### src/rtl/dmem_ctrl.sv
// RV32I data-memory controller: valid/ready request channel, one-cycle ACCESS
// into a byte-laned word array, registered read, load extension and fault flags.
module dmem_ctrl #(
    parameter int ADDR_W       = 8,
    parameter bit ERR_ON_RANGE = 1'b1
) (
    input  logic        clk,
    input  logic        reset_n,
    input  logic        req_valid,
    output logic        req_ready,
    input  logic        req_we,
    input  logic [2:0]  req_func3,
    input  logic [31:0] req_addr,
    input  logic [31:0] req_wdata,
    output logic        rsp_valid,
    input  logic        rsp_ready,
    output logic [31:0] rsp_rdata,
    output logic        rsp_err
);
    localparam int IDX_W = ADDR_W - 2;
    localparam int DEPTH = 2 ** IDX_W;

    typedef enum logic [1:0] {IDLE, ACCESS, RESP} state_t;

    state_t      state_reg, state_next;
    logic        we_reg;
    logic [2:0]  func3_reg;
    logic [31:0] addr_reg;
    logic [31:0] wdata_reg;
    logic        err_reg;

    logic             misaligned, illegal, out_of_range, access_err;
    logic [IDX_W-1:0] word_idx;
    logic [3:0]       byte_en;
    logic [31:0]      wr_word;
    logic [31:0]      rd_word;
    logic             wr_en, rd_en;
    logic [7:0]       lane_byte;
    logic [15:0]      lane_half;

    assign word_idx = addr_reg[ADDR_W-1:2];

    // Faults are judged on the captured request during ACCESS.
    always_comb begin
        misaligned   = (func3_reg[1:0] == 2'b01 && addr_reg[0]) ||
                       (func3_reg[1:0] == 2'b10 && addr_reg[1:0] != 2'b00);
        illegal      = we_reg ? (func3_reg[2] || func3_reg[1:0] == 2'b11)
                              : (func3_reg == 3'b011 || func3_reg[2:1] == 2'b11);
        out_of_range = ERR_ON_RANGE && (addr_reg[31:ADDR_W] != '0);
        access_err   = misaligned || illegal || out_of_range;
    end

    always_comb begin
        state_next = state_reg;
        case (state_reg)
            IDLE:    if (req_valid) state_next = ACCESS;
            ACCESS:  state_next = RESP;
            RESP:    if (rsp_ready) state_next = IDLE;
            default: state_next = IDLE;
        endcase
    end

    assign req_ready = (state_reg == IDLE);
    assign rsp_valid = (state_reg == RESP);

    always_ff @(posedge clk or negedge reset_n) begin
        if (!reset_n) begin
            state_reg <= IDLE;
            we_reg    <= 1'b0;
            func3_reg <= 3'b000;
            addr_reg  <= 32'h0;
            wdata_reg <= 32'h0;
            err_reg   <= 1'b0;
        end else begin
            state_reg <= state_next;
            if (state_reg == IDLE && req_valid) begin
                we_reg    <= req_we;
                func3_reg <= req_func3;
                addr_reg  <= req_addr;
                wdata_reg <= req_wdata;
            end
            if (state_reg == ACCESS)
                err_reg <= access_err;
        end
    end

    // Store data is replicated across lanes so each lane just picks its own byte.
    always_comb begin
        byte_en = 4'b0000;
        wr_word = wdata_reg;
        case (func3_reg[1:0])
            2'b00: begin
                byte_en = 4'b0001 << addr_reg[1:0];
                wr_word = {4{wdata_reg[7:0]}};
            end
            2'b01: begin
                byte_en = addr_reg[1] ? 4'b1100 : 4'b0011;
                wr_word = {2{wdata_reg[15:0]}};
            end
            2'b10:   byte_en = 4'b1111;
            default: byte_en = 4'b0000;
        endcase
    end

    assign wr_en = (state_reg == ACCESS) && we_reg && !access_err;
    assign rd_en = (state_reg == ACCESS) && !we_reg && !access_err;

    generate
        for (genvar gi = 0; gi < 4; gi++) begin : g_lane
            logic [7:0] mem [DEPTH];
            logic [7:0] rd_byte_reg;

            always_ff @(posedge clk) begin
                if (wr_en && byte_en[gi])
                    mem[word_idx] <= wr_word[8*gi +: 8];
                if (rd_en)
                    rd_byte_reg <= mem[word_idx];
            end

            assign rd_word[8*gi +: 8] = rd_byte_reg;
        end
    endgenerate

    // Extension works from registered state only, so the response holds steady while stalled.
    always_comb begin
        lane_byte = rd_word[{addr_reg[1:0], 3'b000} +: 8];
        lane_half = addr_reg[1] ? rd_word[31:16] : rd_word[15:0];
        rsp_rdata = 32'h0;
        if (state_reg == RESP && !err_reg && !we_reg) begin
            case (func3_reg)
                3'b000:  rsp_rdata = {{24{lane_byte[7]}}, lane_byte};
                3'b100:  rsp_rdata = {24'h0, lane_byte};
                3'b001:  rsp_rdata = {{16{lane_half[15]}}, lane_half};
                3'b101:  rsp_rdata = {16'h0, lane_half};
                3'b010:  rsp_rdata = rd_word;
                default: rsp_rdata = 32'h0;
            endcase
        end
    end

    assign rsp_err = (state_reg == RESP) && err_reg;

endmodule

### config.mk
export PLATFORM = sky130hd
export DESIGN_NAME = dmem_ctrl
export DESIGN_NICKNAME = d
export VERILOG_FILES = /design/src/rtl/dmem_ctrl.sv
export SDC_FILE = /design/constraint.sdc
export NUM_CORES = 2
export LEC_CHECK = 0
export CAP_MARGIN = 20
export CORE_AREA = 2 2 377 565
export CTS_CLUSTER_SIZE = 28
export DETAILED_ROUTE_END_ITERATION = 6
export DIE_AREA = 0 0 379 567
export PLACE_DENSITY_LB_ADDON = 0.15
export REMOVE_ABC_BUFFERS = 1
export SLEW_MARGIN = 20
export SYNTH_ARGS = -nofsm -noshare
export SYNTH_HDL_FRONTEND = slang
export SYNTH_SLANG_ARGS = --single-unit
### constraint.sdc
create_clock -name clk -period 6 [get_ports clk]
set_input_delay 1.2 -clock clk [delete_from_list [all_inputs] [get_ports clk]]
set_output_delay 1.2 -clock clk [all_outputs]
set_load 0.01 [all_outputs]
# After elaboration in Yosys (flattened, before gate mapping)
# Memories as Yosys holds them, arrays and structs flattened. A register that Yosys moved wholly into a read port is not among the register bits.
# Index checks and enable logic that the tools add are counted.
dict set report word_totals {
  wordCells 71
  n_memories 4
  mem_bits_rw 2048
  in_bits 72
  register_bits 71
}
dict set report op_classes {
  n_eq_ne 13
  shift 2
  n_reduce_logical 28
  muxes 18
}
# name words word_bits read_ports rd_clocked_by_memory_dff write_ports line_no
set mem_list {}
lappend mem_list {{g_lane[0].mem} 64 8 1 1 1 110} ;# logic [7:0] mem [DEPTH];
lappend mem_list {{g_lane[1].mem} 64 8 1 1 1 110}
lappend mem_list {{g_lane[2].mem} 64 8 1 1 1 110}
lappend mem_list {{g_lane[3].mem} 64 8 1 1 1 110}
# op count
set ops {}
lappend ops {{$pmux 32 s5} 1}
lappend ops {{$pmux 32 s2} 1}
lappend ops {{$mux 32} 1}
lappend ops {{$shiftx 32x6->8} 1}
lappend ops {{$reduce_bool 24->1} 1}
lappend ops {{$mux 16} 1}
lappend ops {{$logic_and 1x1->1} 14}
lappend ops {{$pmux 4 s3} 1}
lappend ops {{$mux 1} 9}
lappend ops {{$eq 2x2->1 const B} 4}
lappend ops {{$eq 3x2->1 const B} 2}
lappend ops {{$eq 3x3->1 const B} 2}
lappend ops {{$pmux 2 s3} 1}
lappend ops {{$logic_or 1x1->1} 5}
lappend ops {{$eq 2x1->1 const B} 2}
lappend ops {{$logic_not 2->1} 2}
lappend ops {{$mux 2} 2}
lappend ops {{$mux 4} 1}
lappend ops {{$shl 1x2->4 const A} 1}
lappend ops {{$eq 3x1->1 const B} 1}
lappend ops {{$logic_not 1->1} 3}
lappend ops {{$logic_not 3->1} 1}
lappend ops {{$ne 2x1->1 const B} 1}
lappend ops {{$ne 2x2->1 const B} 1}
lappend ops {{2 further kinds} 2}

# Longest topological paths before layout
dict set report logic_depth {
  ltp_word 10
  mapped_depth 10
  mapped_depth_nobuf 5
}

# Least setup slack after synthesis
# OpenSTA, ideal clock, no wires.
dict set report synth_path {
  path_kind {flip-flop to flip-flop}
  from {register wdata_reg[0]}
  to {memory g_lane[3].mem[0][0] (data pin)}
  path_slack_ps 1517
  n_path_buf 0
  required_ps 5298
  stages_incl_launch_ff 3
  arrival_time_ps 3781
  path_cell_list {dfrtp_1 > mux2i_1 > o21ai_0}
}
dict set report synth_via {
  elab_chain_cells 1
}
# item line_no
set synth_lines {}
lappend synth_lines {{start: declaration} 29} ;# logic [31:0] wdata_reg;
lappend synth_lines {{start signal: assignment} 80} ;# wdata_reg <= req_wdata;
lappend synth_lines {{$pmux 32 s2} 91} ;# case (func3_reg[1:0])
lappend synth_lines {{net wr_word[24]} 35} ;# logic [31:0] wr_word;
lappend synth_lines {{end: declaration} 110}
# The timed path passes the listed nets, and every way through them passes these cells.

# Worst setup path after layout
dict set report layout_path {
  from {register func3_reg[1]}
  to {output rsp_rdata[9]}
}
dict set report layout_via {
  elab_chain_cells 3
  elab_cells_between_ends 7
  cone_classes {eq/ne (4); mux (2); reduce/logical (1)}
}
# item line_no
set layout_lines {}
lappend layout_lines {{start: declaration} 27} ;# logic [2:0] func3_reg;
lappend layout_lines {{start signal: assignment} 78} ;# func3_reg <= req_func3;
lappend layout_lines {{$eq 3x2->1, or another cell as far along} 130} ;# case (func3_reg)
lappend layout_lines {{$pmux 32 s5 (*)} 130}
lappend layout_lines {{$mux 32 (*)} 129} ;# if (state_reg == RESP && !err_reg && !we_reg) begin
lappend layout_lines {{end: declaration} 17} ;# output logic [31:0] rsp_rdata,
# Mark *: on every way between the ends. The rest lies on a longest branch, timed or not.

==> flow_metrics.py <==
metrics = {
    "finish": {
        "top_register": "g_lane.mem",
        "finalNetCount": 4698,
        "final_common_cell": "edfxtp_1",
        "largest_reg_flops": 2048,
        "n_fill_cell": 17980,
        "mostFrequentLayoutCells": "edfxtp_1, nor2_1, mux2i_1",
        "area_growth_pct": 13.36,
        "fin_util_pct": 45.16,
        "drive_above_1_share_pct": 18.78,
        "multi_input_area_um2": 18180,
        "ff_latch_area_um2": 64260,
    },
    "clock_network": {
        "clock-sinks": 2151,
        "clockBufferDepth": 4,
        "clk_latency_ns": 0.87,
        "tritoncts": "built",
        "htreeDepth": 4,
        "numCtsBuffers": 205,
        "postCtsSetupBuffers": 0,
        "cts-root-buf": "clkbuf_16",
        "cts_resized": 0,
        "postCtsHoldBufs": 0,
        "path_clk_slew_ns": 0.07,
    },
    "yosys": {
        "avgSynthCellArea_um2": 18.69,
        "synth_cell_types": 59,
        "ys.warnings.count": 0,
        "synth_edf_count": 2080,
        "ys_seq_area_share_pct": 76.86,
        "synthArstFlopShare_pct": 3.301,
        "synth_top_area_cell": "edfxtp_1",
        "yosys-top-cells-area": "edfxtp_1, mux4_2, mux2i_1",
        "syn_inst": 4472,
        "synth.ff_latch_count": 2151,
        "yosys.area.top_type_share_pct": 74.74,
        "synthesis.area_um2": 83570,
        "ys.flop_type": "edfxtp_1",
    },
    "die": {
        "dieHeight_um": 567,
        "num_rows": 206,
        "initial_utilization_pct": 39.83,
        "ios": 107,
        "fp.dieW_um": 379,
        "die-area_um2": 214900,
        "fp.coreArea_um2": 209800,
    },
    "timing": {
        "max_clock_freq_mhz": 196.5,
        "worst_pin_slew_ns": 1.284,
        "period_minus_slack_ns": 5.090,
        "rsz0062_at_grt": "no",
        "fin_tns_setup_ns": 0,
        "fin_crit_sh_pct": 84.84,
        "fin_skew_ns": 0.03891,
        "maxSlewViolCount": 0,
        "slew_headroom_pct": 14.23,
        "final-hold-violation-count": 0,
        "setup_violations": 0,
    },
    "worst_setup_path": {
        "end_kind": "output pin",
        "reg2regPathDepth": 4,
        "crit_buf_inv": 4,
        "worstSetupPathType": "flop to output pin",
        "worst_setup_path_start_kind": "flop",
        "worstPathRequired_ns": 4.80,
        "cp_slowest_cell": "clkdlybuf4s50_1",
        "cp_common_cell": "buf_4",
        "regToRegSetupSlack_ns": 1.86,
        "worst-path-stages": 8,
        "crit_arrival_ns": 3.89,
        "path_max_fanout": 24,
        "cp_cell_sequence": "buf_4 -> inv_1 -> nor3_2 -> buf_4 -> a31o_2 -> a22oi_1 -> a21oi_1 -> clkdlybuf4s50_1",
        "max_stage_delay_ns": 0.56,
        "critPathTopFamily": "buffers and inverters",
    },
    "power_and_ir_drop": {
        "clkPwrFrac_pct": 26.3,
        "power_switching_share_pct": 34.72,
        "pwr-share-comb_pct": 31.3,
        "ir_worst_vdd_mv": 0.6203,
        "power_frac_seq_pct": 42.4,
        "power_density_nw_per_um2": 511.7,
        "p_leak_nw": 29.53,
        "p_sw_mw": 16.83,
        "internal_power_mw": 31.64,
    },
    "routing": {
        "routed_via_density": 5.835,
        "firstDrtPassIters": 6,
        "avgRoutedWirePerCell_um": 33.35,
        "drt_iter0_drc": 4562,
        "wl_um": 253700,
        "via_count": 44370,
        "ant_nets": 0,
        "drcViolationCount": 1,
    },
    "placed_design": {
        "hpwlAfterDp_um": 160300,
        "gp_congestion": 0.8365,
        "io_buffers": 106,
    },
    "flow_run": {
        "drv_cap": 0,
    },
    "run_status": {
        "violations": "DRC",
        "run_status": "finished with violations",
    },
    "min_path": {
        "hp-class": "input pin to asynchronous set/reset pin",
    },
    "global_routing": {
        "grt_pass1_vias": 44710,
        "grt_overflow_total": 0,
        "grt_max_degree": 134,
        "grt_pass1_wl_um": 353700,
        "grt_antenna_before_repair": 14,
        "grt_use_total_pct": 23.40,
    },
}
## through the flow
stage          area (um2)  total power [mW]  hold WS [ns]  worst slack, ns  cells
6_report            94740             48.48        0.1996           0.9098   7605
5_1_grt             94720             50.06        0.1978           0.6605   7599
4_1_cts             94700             48.86        0.1717           0.9101   7596
3_5_place_dp        88280             36.25        0.4948            1.813   7227
3_3_place_gp        88270             36.12        0.4884            1.869   7226
2_1_floorplan       82240             30.08        0.4752           -26.05   4165
## cells by family after synthesis
group / share of synthesized area [%]
compound gates: 6.539
buf+inv: 1.626
flops: 76.86
mux: 11.32
simple gates: 3.651
## synthesized netlist by cell type, types with 3 or more instances
cell type,number
a211oi_1,5
a21oi_1,41
a221o_1,7
a221oi_1,246
a22o_1,59
a22oi_1,53
and2_1,5
buf_1,29
buf_2,99
buf_4,6
buf_6,5
clkbuf_1,168
dfrtp_1,71
edfxtp_1,2080
inv_1,4
mux2_2,97
mux2i_1,262
mux4_2,254
nand2_1,128
nand2b_1,6
nand3_1,5
nand4_1,30
nor2_1,425
nor2b_1,10
nor4_1,8
o211ai_1,59
o21a_1,4
o21ai_0,19
o221ai_1,59
o22ai_1,69
o2bb2ai_1,3
o31ai_1,56
or2_2,62
## layer usage
metal / vias up / routed length [um] / global-route usage [%]
li1: 18670 / - / -
met1: 23670 / 98080 / 29.60
met4: 14 / 12960 / 10.43
met3: 425 / 14880 / 3.636
met2: 1597 / 127600 / 39.61
met5: - / 97 / 0
## power groups by stage
stage	Combinational, mW	Sequential, mW	Clock [mW]
6_report	15.2	20.6	12.7
5_1_grt	16.0	20.6	13.4
4_1_cts	15.4	20.6	12.9
3_5_place_dp	15.4	20.9	0
3_3_place_gp	15.2	20.9	0
2_1_floorplan	8.42	21.7	0
## layout make-up
| type | count | area share, % |
|---|---|---|
| tap | 2808 | 3.708 |
| antenna | 9 | 0.02377 |
| timing repair buffer | 254 | 2.435 |
| inverter | 6 | 0.03170 |
| clock inverter | 119 | 1.035 |
| multi-input combinational | 2008 | 19.19 |
| sequential | 2151 | 67.83 |
| clock buffer | 250 | 5.745 |
## worst paths after layout
| check | start | endpoint |
|---|---|---|
| max reg2reg | addr_reg[4]$_DFFE_PN0P_ | g_lane[1].mem[47][0]$_DFFE_PP_ |
| min reg2reg | wdata_reg[17]$_DFFE_PN0P_ | wdata_reg[17]$_DFFE_PN0P_ |
| min | reset_n | addr_reg[14]$_DFFE_PN0P_ |
| min in group clk | wdata_reg[17]$_DFFE_PN0P_ | wdata_reg[17]$_DFFE_PN0P_ |
| max in group asynchronous | reset_n | addr_reg[3]$_DFFE_PN0P_ |
| max | func3_reg[1]$_DFFE_PN0P_ | rsp_rdata[9] |
(Power assumes the default switching activity.)
